**config.mk**
```make
export PLATFORM = sky130hd
export DESIGN_NAME = mp3_trigger_sequencer
export DESIGN_NICKNAME = d
export VERILOG_FILES = /design/src/rtl/mp3_pkg.sv /design/src/rtl/mp3_cycle_timer.sv /design/src/rtl/mp3_trigger_sequencer.sv
export SDC_FILE = /design/constraint.sdc
export NUM_CORES = 1
export LEC_CHECK = 0
export ABC_AREA = 1
export CAP_MARGIN = 5
export CORE_UTILIZATION = 52
export CTS_CLUSTER_DIAMETER = 30
export DETAILED_ROUTE_END_ITERATION = 16
export HOLD_SLACK_MARGIN = 0.12
export PLACE_DENSITY_LB_ADDON = 0.25
export SYNTH_ARGS = -nofsm -noshare
export SYNTH_HDL_FRONTEND = slang
export SYNTH_SLANG_ARGS = --single-unit
```
**constraint.sdc**
```tcl
create_clock -name clk -period 2.3 [get_ports clk]
set_input_delay 0.23 -clock clk [delete_from_list [all_inputs] [get_ports clk]]
set_output_delay 0.23 -clock clk [all_outputs]
set_load 0.1 [all_outputs]
```
**src/rtl/mp3_pkg.sv**
```systemverilog
// Shared types and default timing for the MP3 trigger sequencer.
// Defaults assume a 100 MHz clock: 50 ms trigger pulse, 1 s forced gap.
package mp3_pkg;

  typedef enum logic [1:0] {
    ST_IDLE  = 2'd0,
    ST_PULSE = 2'd1,
    ST_GAP   = 2'd2
  } state_t;

  localparam int DEF_PULSE_CYCLES = 5_000_000;
  localparam int DEF_GAP_CYCLES   = 100_000_000;

  function automatic logic [3:0] onehot4(input logic [1:0] idx);
    onehot4 = 4'b0001 << idx;
  endfunction

endpackage

```
**src/rtl/mp3_cycle_timer.sv**
```systemverilog
// Loadable down-counter that stops at zero; o_done is high while the count is zero.
module mp3_cycle_timer #(
  parameter int WIDTH = 8
) (
  input  logic             clk,
  input  logic             rst_n,
  input  logic             i_load,
  input  logic [WIDTH-1:0] i_load_val,
  output logic             o_done
);

  logic [WIDTH-1:0] r_count;

  // NOTE: sequential state uses non-blocking assignments so every register
  // samples pre-edge values, independent of block ordering.
  always_ff @(posedge clk) begin
    if (!rst_n) begin
      r_count <= '0;
    end else if (i_load) begin
      r_count <= i_load_val;
    end else if (r_count != '0) begin
      r_count <= r_count - 1'b1;
    end
  end

  assign o_done = (r_count == '0);

endmodule

```
**src/rtl/mp3_trigger_sequencer.sv**
```systemverilog
// Sequences one-hot trigger pulses to MP3 output stages: PULSE, then a forced GAP,
// with a single pending request slot. Each pasar bit feeds one external output stage.
module mp3_trigger_sequencer
  import mp3_pkg::*;
#(
  parameter int N_TRACKS     = 4,
  parameter int PULSE_CYCLES = DEF_PULSE_CYCLES,
  parameter int GAP_CYCLES   = DEF_GAP_CYCLES
) (
  input  logic                clk,
  input  logic                rst_n,
  input  logic                req_valid,
  input  logic [1:0]          req_track,
  output logic                req_ready,
  input  logic                abort,
  output logic [N_TRACKS-1:0] pasar,
  output logic                busy
);

  localparam int MAX_CYCLES = (PULSE_CYCLES > GAP_CYCLES) ? PULSE_CYCLES : GAP_CYCLES;
  localparam int CNT_W      = (MAX_CYCLES > 1) ? $clog2(MAX_CYCLES) : 1;
  localparam logic [CNT_W-1:0] PULSE_LOAD = CNT_W'(PULSE_CYCLES - 1);
  localparam logic [CNT_W-1:0] GAP_LOAD   = CNT_W'(GAP_CYCLES - 1);

  state_t              r_state;
  logic                r_pend_valid;
  logic [1:0]          r_pend_track;
  logic [N_TRACKS-1:0] r_pasar;

  state_t              w_state_nxt;
  logic                w_pend_valid_nxt;
  logic [1:0]          w_pend_track_nxt;
  logic [N_TRACKS-1:0] w_pasar_nxt;
  logic                w_load;
  logic [CNT_W-1:0]    w_load_val;
  logic                w_timer_done;
  logic                w_handshake;

  mp3_cycle_timer #(.WIDTH(CNT_W)) u_timer (
    .clk        (clk),
    .rst_n      (rst_n),
    .i_load     (w_load),
    .i_load_val (w_load_val),
    .o_done     (w_timer_done)
  );

  assign w_handshake = req_valid && !r_pend_valid;

  always_ff @(posedge clk) begin
    if (!rst_n) begin
      r_state      <= ST_IDLE;
      r_pend_valid <= 1'b0;
      r_pend_track <= '0;
      r_pasar      <= '0;
    end else begin
      r_state      <= w_state_nxt;
      r_pend_valid <= w_pend_valid_nxt;
      r_pend_track <= w_pend_track_nxt;
      r_pasar      <= w_pasar_nxt;
    end
  end

  // NOTE: every output of this block gets a default first, so no path
  // through the case can leave a signal unassigned and infer a latch.
  always_comb begin
    w_state_nxt      = r_state;
    w_pend_valid_nxt = r_pend_valid;
    w_pend_track_nxt = r_pend_track;
    w_pasar_nxt      = '0;
    w_load           = 1'b0;
    w_load_val       = PULSE_LOAD;
    unique case (r_state)
      ST_IDLE: begin
        if (w_handshake) begin
          w_state_nxt = ST_PULSE;
          w_pasar_nxt = N_TRACKS'(onehot4(req_track));
          w_load      = 1'b1;
        end
      end
      ST_PULSE: begin
        if (abort) begin
          w_state_nxt      = ST_GAP;
          w_pend_valid_nxt = 1'b0;
          w_load           = 1'b1;
          w_load_val       = GAP_LOAD;
        end else begin
          if (w_handshake) begin
            w_pend_valid_nxt = 1'b1;
            w_pend_track_nxt = req_track;
          end
          if (w_timer_done) begin
            w_state_nxt = ST_GAP;
            w_load      = 1'b1;
            w_load_val  = GAP_LOAD;
          end else begin
            w_pasar_nxt = r_pasar;
          end
        end
      end
      ST_GAP: begin
        if (abort) begin
          w_pend_valid_nxt = 1'b0;
        end else if (w_handshake && !w_timer_done) begin
          w_pend_valid_nxt = 1'b1;
          w_pend_track_nxt = req_track;
        end
        // A request landing on the last GAP cycle starts directly, never parking in IDLE.
        if (w_timer_done) begin
          if (r_pend_valid && !abort) begin
            w_state_nxt      = ST_PULSE;
            w_pasar_nxt      = N_TRACKS'(onehot4(r_pend_track));
            w_pend_valid_nxt = 1'b0;
            w_load           = 1'b1;
          end else if (w_handshake && !abort) begin
            w_state_nxt = ST_PULSE;
            w_pasar_nxt = N_TRACKS'(onehot4(req_track));
            w_load      = 1'b1;
          end else begin
            w_state_nxt = ST_IDLE;
          end
        end
      end
      default: w_state_nxt = ST_IDLE;
    endcase
  end

  always_comb begin
    req_ready = !r_pend_valid;
    busy      = (r_state != ST_IDLE);
  end

  assign pasar = r_pasar;

endmodule

```
==> summary by stage, run 1 <==
Pwr
In this run the static leakage power is 1.15 nW. The internal power is 0.00174 W. The fraction of power consumed by sequential logic is 0.294. Dividing total power by cell area gives a power density of 1390 nW/µm². In this run the power spent charging and discharging nets is 0.00171 W.

The largest voltage drop on the vdd net is 793 µV. Of the total power, the clock network draws 0.136. Of the total power, combinational logic draws 0.570. The switching power share of the total is 0.495.

Worst setup path
The worst setup path is captured at a flop. The signal on the critical path passes through inv_1 -> ha_1 -> nand3_1 -> nor2_4 -> nand4_1 -> nand2_1 -> inv_1 -> nand2_2 -> nand2_4 -> nand2_4 -> nand3_1 -> nor2_1. The maximum fanout encountered on the critical timing path is 26. The critical path is of the reg -> reg type. The critical path contains buffers and inverters numbering 2 combined. Data on the critical path arrives at its endpoint at 2.19 ns.

The delay of the slowest critical-path stage is 0.29 ns. The required time of the critical path is 2.53 ns. The cell at the slowest stage of the critical path is dfxtp_1. The family with the most delay on the worst path is simple AND/OR/NAND/NOR gates. The startpoint type of the worst setup path is a flop.

Finish
The number of antenna diodes in the final layout is 0. The non-filler instance count after layout is 404. The fraction of layout cells with a size suffix above 1 is 0.113. Fill cells in the final layout number 391.

Compared with the post-synthesis result, the final layout area differs by 10.8%. In the final layout, the multi-input gates occupy 1360 µm². For this run, the post-layout net count is 365.

The register area is 721 µm².

Yosys
The Yosys step of the flow raised 0 warnings. Of the total synthesized cell area, the portion taken by full adders, half adders and majority gates is 0.0335. The part of the Yosys area used for sequential elements is 0.321.

The synthesized flop and latch total is 36. In this run the cell area of the synthesized design comes to 2240 µm². The cell count after synthesis came out at 336.

The most common flop cell mapped by yosys is dfxtp_1. After synthesis, the largest family of logic cells by area is simple AND/OR/NAND/NOR gates. Of the total synthesized cell area, the portion taken by XOR and XNOR cells is 0.0820. The area fraction in compound gates after synthesis is 0.104. The synthesized netlist contains 29 unique library cells.

The number of nets handed over by synthesis was 348. The number of flops mapped to enable cells by yosys is 0. Of the total synthesized cell area, the portion taken by AND, OR, NAND and NOR gates is 0.387.

The multiplexer share of the synthesized area is 0. The post-synthesis average cell area is 6.68 µm². The share of synthesized registers carrying an async set or reset is 0.

Timing
The post-layout minimum cycle time is 1.96 ns. The maximum clock frequency is 0.510 GHz. Dividing the final minimum period by the clock period gives 0.852.

For the pin with the worst max-slew slack, the measured transition is 0.796 ns. The worst clock skew is 0.0105 ns. The total count of hold-check failures in the final report is 0. Adding up every negative setup slack in the final design gives 0 ns. The number of endpoints failing setup at the final stage is 0.

Setup repair after global routing left no endpoint under its margin. The number of max-slew violations in the final report is 0. The relative max-transition margin is 0.468.

Clock tree
The CTS tree is built. After clock tree synthesis, the repair step resized 0 gates. The later-pin clock latency in the skew report is 0.30 ns. Hold repair after CTS inserted 0 buffers. The number of setup buffers added after CTS is 0. The number of buffers created by CTS is 5.

In this run the clock root is driven by a clkbuf_8. For this design, the sink count on the clock tree is 36. The clock-pin slew reported for the worst setup and hold paths after clock tree synthesis is 0.07 ns.

In this run the deepest clock path goes through 2 buffers. The total number of H-tree levels is 2.

Die
The overall die height is 67.7 µm. The floorplan step defined a core boundary enclosing 4060 µm². In this run the horizontal extent of the chip is 67.7 µm. The number of placement rows is 23. The initial standard-cell utilization of the core is 0.553. The I/O pin count is 12. The die covers 4580 µm².

Placement
The count of port buffers added during placement is 11. The congestion estimate from routability-driven global placement came to 0.864. The half-perimeter wire length of the detailed placement result is 3650 µm. The number of placed instances, taps included is 396.

Route
For this block, the initial DRC count from the detailed router was 115. In the final routed layout, each cell accounts on average for 12.2 µm. The total wirelength of the detailed-routed design is 4920 µm. The post-route antenna net violation count is 0.

The number of vias per cell after detailed routing is 5.18. The length of the first detailed-routing pass in iterations is 4. The remaining design rule violation count is 0. The via count of the routed design is 2092.

Flow run
The tool flagged a number of max-cap violations equal to 0.

Global route
The first global-routing pass estimated 8220 µm of wire. The number of antenna violations at the first check in global routing is 0. Entering global routing, the biggest net connects 27 pins. For this run, the total global-route usage over all layers was measured as 0.243.

For this run the aggregate overflow at the end of global routing stands at 0. The number of global-route vias before repair is 1829.

Status
The run finished with clean final reports.

Min path
In this run the worst hold path is classified as reg -> reg.
## logic make-up (layout without fill, tap and decap cells)
logic type                 count (synthesis)  in the layout
AOI/OAI and AO/OA                         43             43
and+or+nand+nor                          192            192
buffers and inverters                     38             56
adders and majority gates                  6              6
xor gates and xnor gates                  21             21
DFF                                       36             36
## cells in the mapped netlist (2+ instances only)
library cell,number,share of area
a21oi_1,19,0.042
nor3_1,2,0.0045
inv_1,32,0.054
xnor2_1,7,0.027
dfxtp_1,36,0.32
a31oi_1,4,0.011
nor2_2,8,0.022
nand2_1,92,0.15
nor2_1,48,0.080
buf_6,2,0.010
o211ai_1,2,0.0067
xor2_1,14,0.055
nand4_1,7,0.020
clkbuf_1,2,0.0033
ha_1,6,0.033
o21ai_0,14,0.031
nand2_2,6,0.017
nand2_4,3,0.015
nor4_1,2,0.0056
nor2_4,3,0.015
nand3_1,19,0.042
## power groups by stage
stage	combinational [W]	clock, W	sequential [W]
4_1_cts	0.00196	0.000481	0.00101
6_report	0.00197	0.000470	0.00102
5_1_grt	0.00220	0.000515	0.00104
2_1_floorplan	0.00158	0	0.00102
3_3_place_gp	0.00193	0	0.00102
3_5_place_dp	0.00195	0	0.00102
## tightest hold or removal path: cells and delay by family (launching register included)
| family | cells | cell delay, ns |
|---|---|---|
| compound gates | 1 | 0.06 |
| flops | 1 | 0.31 |
| simple gates | 1 | 0.06 |
## cell type report
type	count	share of cell area
inverter	32	0.0483
timing repair buffer	16	0.0533
sequential	36	0.290
clock buffer	8	0.0362
tap	50	0.0252
multi-input combinational	262	0.547
## per-layer routing
layer,share of wire,GRT usage
met1,0.51,0.322
met2,0.45,0.375
met5,0,0
met3,0.023,0.0507
met4,0.018,0.104
## placed cells by master, fill, tap and decap left out, types with 2 or more instances in the layout
cell             Yosys  routed
nand2_1             92      92
nand2_4              3       3
o21ai_0             14      14
xnor2_1              7       7
o211ai_1             2       2
nand2_2              6       6
a31oi_1              4       4
nor2_4               3       3
nor2_2               8       8
nand4_1              7       7
xor2_1              14      14
a21oi_1             19      19
buf_4                1      11
nor2_1              48      48
inv_1               32      32
dfxtp_1             36      36
nor4_1               2       2
clkbuf_1             2       2
nand3_1             19      19
ha_1                 6       6
clkdlybuf4s50_1      0       5
nor3_1               2       2
clkbuf_8             0       6
## sequential cells by signal, summed over array words and instances, names as in the netlist
signal,flops
pasar,4
u_timer.r_count,27
r_pend_valid,1
r_pend_track,2
r_state,2
## per-stage QoR
step	util	setup slack (ns)	hold slack [ns]	instance area, µm²	power [W]
after floorplan	-	0.0731	0.368	2240	0.00260
after global placement	0.591	0.255	0.459	2400	0.00295
after detailed placement	0.591	0.197	0.464	2400	0.00298
after CTS	0.613	0.330	0.473	2490	0.00346
after global routing	0.613	0.126	0.495	2490	0.00376
final	0.613	0.340	0.468	2490	0.00345
## worst paths after layout
path,start,slack [ns],cells past startpoint,end
setup / recovery,u_timer.r_count[0],0.34,12,u_timer.r_count[25]
hold / removal,pasar[0],0.47,2,pasar[0]
setup reg to reg,u_timer.r_count[0],0.34,12,u_timer.r_count[25]
hold reg to reg,pasar[0],0.47,2,pasar[0]
No activity file was read; power rests on OpenSTA's default activity.
==> run 2, diff against run 1 <==
- CAP_MARGIN: 5 -> not set
- CORE_MARGIN: not set -> 1.5
==> run 2 against run 1 <==
Count of clock-buffer cells in the layout down 3. Sequential power about the same. Setup slack worse by 0.023 ns. Clock skew down 0.0057 ns. First-iteration DRC count up 27%. Global-route usage fell by 0.65 points. Hold slack better by 0.0031 ns. Maximum frequency fell by 1.2%. Combinational power fell by 2%.
==> summary by stage, run 2 (synthesis results as in run 1) <==
Worst setup path
The slowest stage of the critical path belongs to the cell dfxtp_1. For this run, the slowest stage of the critical path takes 0.33 ns. The most critical setup path has its startpoint at r_state[0].

The required time of the critical path is 2.54 ns. The cell that appears most often on the critical path is inv_1. The launch instance of the worst register-to-register path is r_state[0].

In this run the worst path has a maximum fanout of 26. Following the worst setup path forward leads to its endpoint at u_timer.r_count[25]. The worst setup path is of the reg -> reg kind. STA puts the critical path data arrival time at 2.22 ns.

STA classifies the critical path endpoint as a flop. The end of the worst register-to-register path is u_timer.r_count[25]. The worst setup path is launched from a flop. The number of cells on the worst reg-to-reg path is 12. Traced cell by cell, the critical path runs through inv_1 -> ha_1 -> inv_1 -> nor2_1 -> nand4_1 -> nand2_1 -> inv_1 -> nand2_2 -> nand2_4 -> nand2_4 -> nand3_1 -> nor2_1.

The register-to-register setup slack is 0.32 ns.

Route
For this block, the routed nets add up to 4780 µm of wire. After detailed routing, the number of vias per cell comes to 5.11. The first TritonRoute pass finished after 4 iterations. The DRC violation total after the first TritonRoute iteration is 146. The via count of the routed design is 2064.

The routed length per instance is 11.8 µm. The post-route antenna net violation count is 0. For this run, design rule violations remaining after detail routing come to 0.

Timing
On the final layout, the worst clock skew is 0.00474 ns. At the pin with the least slew margin, the transition time is 0.460 ns. Setup slack on the critical path of the routed design comes to 0.317 ns. The total negative slack for setup checks is 0 ns. The relative max-transition margin is 0.691.

The clock period could shrink to 1.98 ns. Dividing the final minimum period by the clock period gives 0.862. Setup repair after global routing left no endpoint under its margin.

The maximum clock frequency is 0.504 GHz. The number of max-slew violations in the final report is 0. The total count of hold-check failures in the final report came to 0. Setup violations remaining at the end of the flow were counted as 0.

Clock tree
The CTS tree is built. The maximum buffer depth of the clock tree is 2. In this run the number of H-tree levels came out at 2. The number of clock buffers added by TritonCTS is 5. Clock-pin slew was measured on the worst setup and hold paths at 0.08 ns. Clock tree synthesis selected as its root buffer the cell clkbuf_8. The post-cts repair resize count is 0. The number of hold buffers added after CTS was 0. The later-pin clock latency in the skew report is 0.30 ns. Buffers added to address setup during post-CTS repair amount to 0.

The total number of clock tree sinks is 36.

Finish
The flip-flop count of the largest register, all copies and words added is 27. The library cells used most frequently in the layout, excluding fill and tap cells, are nand2_1 (92), nor2_1 (48), dfxtp_1 (36). In the final layout, the multi-input gates occupy 1360 µm². 0 antenna diodes ended up in the layout. The register bank with the most flops is u_timer.r_count. The layout has 392 filler cells. Compared with the post-synthesis result, the final layout area differs by 10.7%. The register area is 721 µm². The count of nets after finishing is 365.

The library cell used most frequently in the layout, excluding fill and tap cells, is nand2_1. The fraction of layout cells with a size suffix above 1 is 0.119. The final standard cell utilization of the core is 0.608.

Pwr
Of the total power, the share spent switching nets is 0.499. The power density over the cells is 1370 nW/µm². Of the total power, registers draw 0.299. The share of total power dissipated in the clock network is 0.133. The switching power is 0.00170 W. The leakage dissipation is 1.15 nW. Of the total power, combinational logic draws 0.568. The internal power of the cells totals 0.00170 W. Across the VDD grid, the largest voltage drop is 736 µV.

Global route
The number of global-route vias before repair is 1873. Across every metal layer, demand over resource in global routing totals 0.236. The maximum number of pins on one net before global-route repair is 27.

The first global-routing pass estimated 8370 µm of wire. The number of antenna violations at the first check in global routing is 0. The total congestion overflow is 0.

Placement
The count of port buffers added during placement is 11. Timing analysis after detailed placement gives a worst setup slack of 0.157 ns. The half-perimeter wire length of the detailed placement result is 3520 µm. At the end of routability-driven placement, the weighted congestion stood at 0.870.

Flow run
Across the run, the number of max-cap violations was 0.

Die
The area of the die is 4720 µm². The standard cell core area is 4090 µm². The initial utilization of the core area, before any placement, comes to 0.549. During I/O placement, the number of pins put on the boundary was 12. The x dimension of the die is 68.7 µm. The floorplan step set the die height to 68.7 µm.

In this run the core area contains 23 standard-cell rows.

Min path
The tightest min-delay check is of the reg -> reg type.

Status
The flow ran to the end, and the final reports show no timing, DRC or antenna violations.
-- run 2: cell types whose count changed in the layout (fill, tap and decap cells not counted), sizes merged --
cell	delta
clkbuf	-3
clkinv	+3
-- run 2: metrics by stage --
step           power (W)  cells  hold WS (ns)  cell area, µm²
2_1_floorplan    0.00260    336         0.368            2240
6_report         0.00340    404         0.471            2480
5_1_grt          0.00372    404         0.489            2480
3_5_place_dp     0.00295    396         0.459            2400
4_1_cts          0.00341    404         0.473            2480
3_3_place_gp     0.00293    396         0.454            2400
-- run 2: layer usage --
metal  up-vias  GRT usage  share of wire
met5         -          0              0
met4         0     0.0825          0.016
met3         8     0.0438          0.035
met2        32      0.371           0.43
met1       918      0.322           0.52
li1       1106          -              -
-- run 2: worst min path at each step --
stage / end / cells after the start / slack [ns] / startpoint
5_1_grt: pasar[1] / 2 / 0.49 / pasar[1]
3_5_place_dp: pasar[0] / 2 / 0.46 / pasar[0]
3_3_place_gp: pasar[0] / 2 / 0.45 / pasar[0]
6_report: pasar[3] / 2 / 0.47 / pasar[3]
4_1_cts: pasar[0] / 2 / 0.47 / pasar[0]
2_1_floorplan: r_pend_track[0] / 2 / 0.37 / rst_n
-- run 2: worst max-delay path, delay by kind of cell, from the launching register on --
| family | cells | cell delay (ns) |
|---|---|---|
| and+or+nand+nor | 8 | 1.13 |
| DFF | 1 | 0.33 |
| buffers and inverters | 3 | 0.23 |
| adders and majority gates | 1 | 0.23 |
-- run 2: final cells by class --
cell class | count | area share
Multi-Input combinational cell | 262 | 0.548
Clock buffer | 5 | 0.0277
Clock inverter | 3 | 0.00756
Timing Repair Buffer | 16 | 0.0534
Tap cell | 50 | 0.0252
Inverter | 32 | 0.0484
Sequential cell | 36 | 0.290
-- run 2: power groups by stage --
stage | clock (W) | sequential [W] | combinational, W
after CTS | 0.000463 | 0.00101 | 0.00194
after floorplan | 0 | 0.00102 | 0.00158
final | 0.000451 | 0.00102 | 0.00193
after global routing | 0.000490 | 0.00104 | 0.00218
after detailed placement | 0 | 0.00102 | 0.00192
after global placement | 0 | 0.00102 | 0.00191
==> run 3, diff against run 2 <==
- ABC_AREA: 1 -> not set
- CORE_MARGIN: 1.5 -> not set
==> run 3 against run 2 <==
The flow now finishes with violations (negative setup slack). First-iteration DRC count grew 51%. Final cell count down 9.7%. Setup slack got worse by 0.43 ns. Synthesized cell count shrank 23%. Via count grew 8.2%. Flip-flop and latch count stayed put. Sequential power about the same.
==> summary by stage, run 3 <==
Yosys
For this run, the number of Yosys warnings is 0. Summed over all instances, the cell type with the most area after synthesis is dfxtp_1. Synthesis inferred 36 register bits. Yosys attributes the largest share of cell area to dfxtp_1 (33%), xor2_1 (5.6%), a21oi_1 (4.8%). Counting flops with a built-in enable in the synthesized netlist gives 0. The cell area after technology mapping is 2180 µm².

The share of synthesized registers carrying an async set or reset is 0. The most common flop cell mapped by yosys is dfxtp_1. The part of the Yosys area used for sequential elements is 0.331. Synthesis produced a netlist whose cell count is 259. The area fraction of the dominant cell type after synthesis is 0.331. The dominant cell by count in the synthesized netlist is dfxtp_1.

The unique cell type count in the Yosys netlist is 47. Counting instances in the post-synthesis netlist gives the leading cell types as dfxtp_1 (36), a21oi_1 (21), nor3_1 (16). After synthesis, the mean cell area works out to 8.41 µm².

The net count after synthesis is 271.

Global route
The number of global-route vias before repair is 1999. The number of antenna violations at the first check in global routing was 0. The first global-routing pass estimated 9200 µm of wire. The total overflow left after global routing is 0. In the global route stage, overall resource usage came out at 0.281. The maximum number of pins on one net before global-route repair is 17.

Timing
The maximum clock frequency is 0.415 GHz. Setup violations remaining at the end of the flow were counted as 24. The final critical-path setup slack is -0.110 ns.

For the final database, setup skew stands at 0.00845 ns. The relative max-transition margin is 0.631. The post-layout minimum cycle time is 2.41 ns. The total count of hold-check failures in the final report is 0. The portion of the clock cycle consumed by the worst path in the final layout is 1.05. The total negative slack for setup checks is -1.56 ns.

For the pin with the worst max-slew slack, the measured transition is 0.548 ns. The number of max-slew violations in the final report was 0. Setup repair after global routing could not meet its margin everywhere.

Finish
Of the cells placed in the final design, the portion with a size suffix greater than 1 is 0.317. The top cell types in the final layout, fill and taps aside, are buf_4 (51), dfxtp_1 (34), nor3_1 (16). The count of inserted antenna diode cells is 0. u_timer.r_count holds more flip-flops than any other register. The most common cell after layout, fill and taps aside is buf_4. The register with the most flip-flops in the layout has 27 of them. The finished cells cover 2920 µm². The post-synthesis to final-layout area growth is 34.1%. The count of nets after finishing is 326.

Placement
Summed over all nets, the half-perimeter wirelength after detailed placement is 4150 µm. The placement-stage cell area is 2600 µm². In this run the tool buffered the top-level ports with 11 buffer cells. The worst slack after detailed placement is -0.0997 ns.

Routability-driven placement finished with a final weighted congestion of 0.932.

Clock tree
TritonCTS built the clock tree. The clock net in this run drives a total of 36 sinks. The tree is rooted in a clkbuf_8.

The clock-pin slew reported for the worst setup and hold paths after clock tree synthesis is 0.08 ns. In this run the deepest clock path goes through 2 buffers. CTS built an H-tree with a depth of 2. The number of clock buffers added by TritonCTS is 5. The number of hold buffers added after CTS was 0.

The later-pin clock latency in the skew report is 0.29 ns.

Die
The die covers 4450 µm². The region available for standard cell placement spans 4000 µm². The x dimension of the die is 66.7 µm. The initial utilization of the core area, before any placement, comes to 0.544. In this run the count of I/O pins placed on the die edge is 12.

The overall die height is 66.7 µm. The floorplan has 23 rows.

Worst setup path
The register-to-register setup slack is -0.11 ns. STA classifies the critical path endpoint as a flop. The end of the worst register-to-register path is u_timer.r_count[26]. The worst register-to-register path begins at u_timer.r_count[0].

For the worst flop-to-flop path, the logic depth is 9. The startpoint type of the worst setup path is a flop. The kind of critical path is reg -> reg. The required time of the critical path is 2.48 ns.

Of all nets on the critical path, the largest fanout is 8. The arrival time at the worst endpoint is 2.59 ns.

Pwr
The leakage dissipation is 1.14 nW. The share of total power dissipated in combinational logic is 0.654. The completed layout was analyzed and its total power is 0.00439 W. The largest voltage drop on the vdd net is 1090 µV. The share of total power dissipated in the clock network is 0.109. The switching power share of the total is 0.471. The share of total power dissipated in sequential elements is 0.237.

The power density over the cells is 1500 nW/µm². The internal power is 0.00232 W. The analysis attributes to net switching a power of 0.00207 W.

Route
The post-route antenna net violation count is 0. The first routing iteration left 220 violations. The routed length per instance is 17.6 µm. In the routed layout, each cell is associated on average with a via count of 6.12. Across all layers, the routed design uses 2234 vias.

The length of the first detailed-routing pass in iterations is 5. After detailed routing, the number of remaining DRC violations is 0. The final layout contains routed wiring with a total length of 6410 µm.

Flow run
The number of maximum-capacitance constraint violations is 0.

Min path
The startpoint identified for the worst hold timing path is pasar[3]. The class of the worst hold path is reg -> reg. The worst hold path was traced through 2 stages. The capture endpoint of the worst hold path is pasar[3].

Status
The final reports fail on negative setup slack. The flow ran to the end, but the final reports show violations.
==> run 3: changes by cell type after synthesis, sizes merged, moves of 14 or more <==
cell	before	now
nor2	59	12
nor3	2	16
nand3	20	5
inv	32	10
nand2	101	16
==> run 3: per-stage QoR <==
step,hold WS (ns),utilization,instances
after floorplan,0.369,-,259
after global placement,0.458,0.649,346
after detailed placement,0.461,0.649,346
after CTS,0.470,0.686,358
after global routing,0.499,0.730,365
final,0.469,0.730,365
==> run 3: routing by layer <==
layer  up-vias  wire, µm  GRT usage
li1       1077         -          -
met5         -         0          0
met4         0       165      0.101
met2        64      3200      0.481
met1      1075      2760      0.346
met3        18       285     0.0531
==> run 3: worst max path at each step <==
| stage | start | end | slack, ns | cells after the start |
|---|---|---|---|---|
| 2_1_floorplan | u_timer.r_count[16] | u_timer.r_count[6] | 0.003 | 7 |
| 3_3_place_gp | u_timer.r_count[0] | u_timer.r_count[8] | -0.03 | 8 |
| 3_5_place_dp | u_timer.r_count[12] | u_timer.r_count[7] | -0.1 | 6 |
| 4_1_cts | u_timer.r_count[0] | r_state[0] | 0.006 | 10 |
| 5_1_grt | u_timer.r_count[0] | u_timer.r_count[26] | -0.19 | 9 |
| 6_report | u_timer.r_count[0] | u_timer.r_count[26] | -0.11 | 9 |
==> run 3: timing repair <==
item                                    CTS  global route
buffers inserted                          3             6
cloned                                    1             1
gates resized for setup                   6            28
hold endpoints to repair                  0             0
pin swaps                                 2             7
endpoints found under the setup margin   23            34
==> run 3: critical path, stage by stage (launching register included) <==
cell	delay, ns
dfxtp_2	0.33
inv_2	0.08
ha_4	0.12
or4b_4	0.48
buf_6	0.15
nor4_4	0.26
nand2_2	0.18
a221oi_4	0.40
clkbuf_16	0.23
o31ai_1	0.08
==> run 3: layout make-up <==
cell class | instances | area, µm²
clock buffers | 8 | 90.1
multi-input cells | 199 | 1480
inverters | 10 | 37.5
fillers | 298 | 1080
well taps | 50 | 62.6
flip-flops and latches | 36 | 723
repair buffers | 62 | 523
==> run 3: cells by family (layout without fill, tap and decap cells) <==
group	after synthesis	count (layout)	synth area share
muxes	2	2	0.00920
and+or+nand+nor	96	96	0.262
AOI/OAI and AO/OA	70	71	0.217
xor gates and xnor gates	24	24	0.0966
buffers and inverters	25	80	0.0500
DFF	36	36	0.331
adders and majority gates	6	6	0.0345
==> run 3: power by group through the flow <==
stage               Clock, W  Combinational, W  Sequential (W)
global placement           0           0.00236         0.00102
global route        0.000514           0.00304         0.00106
CTS                 0.000479           0.00253         0.00102
floorplan                  0           0.00160         0.00108
finish              0.000478           0.00287         0.00104
detailed placement         0           0.00242         0.00103
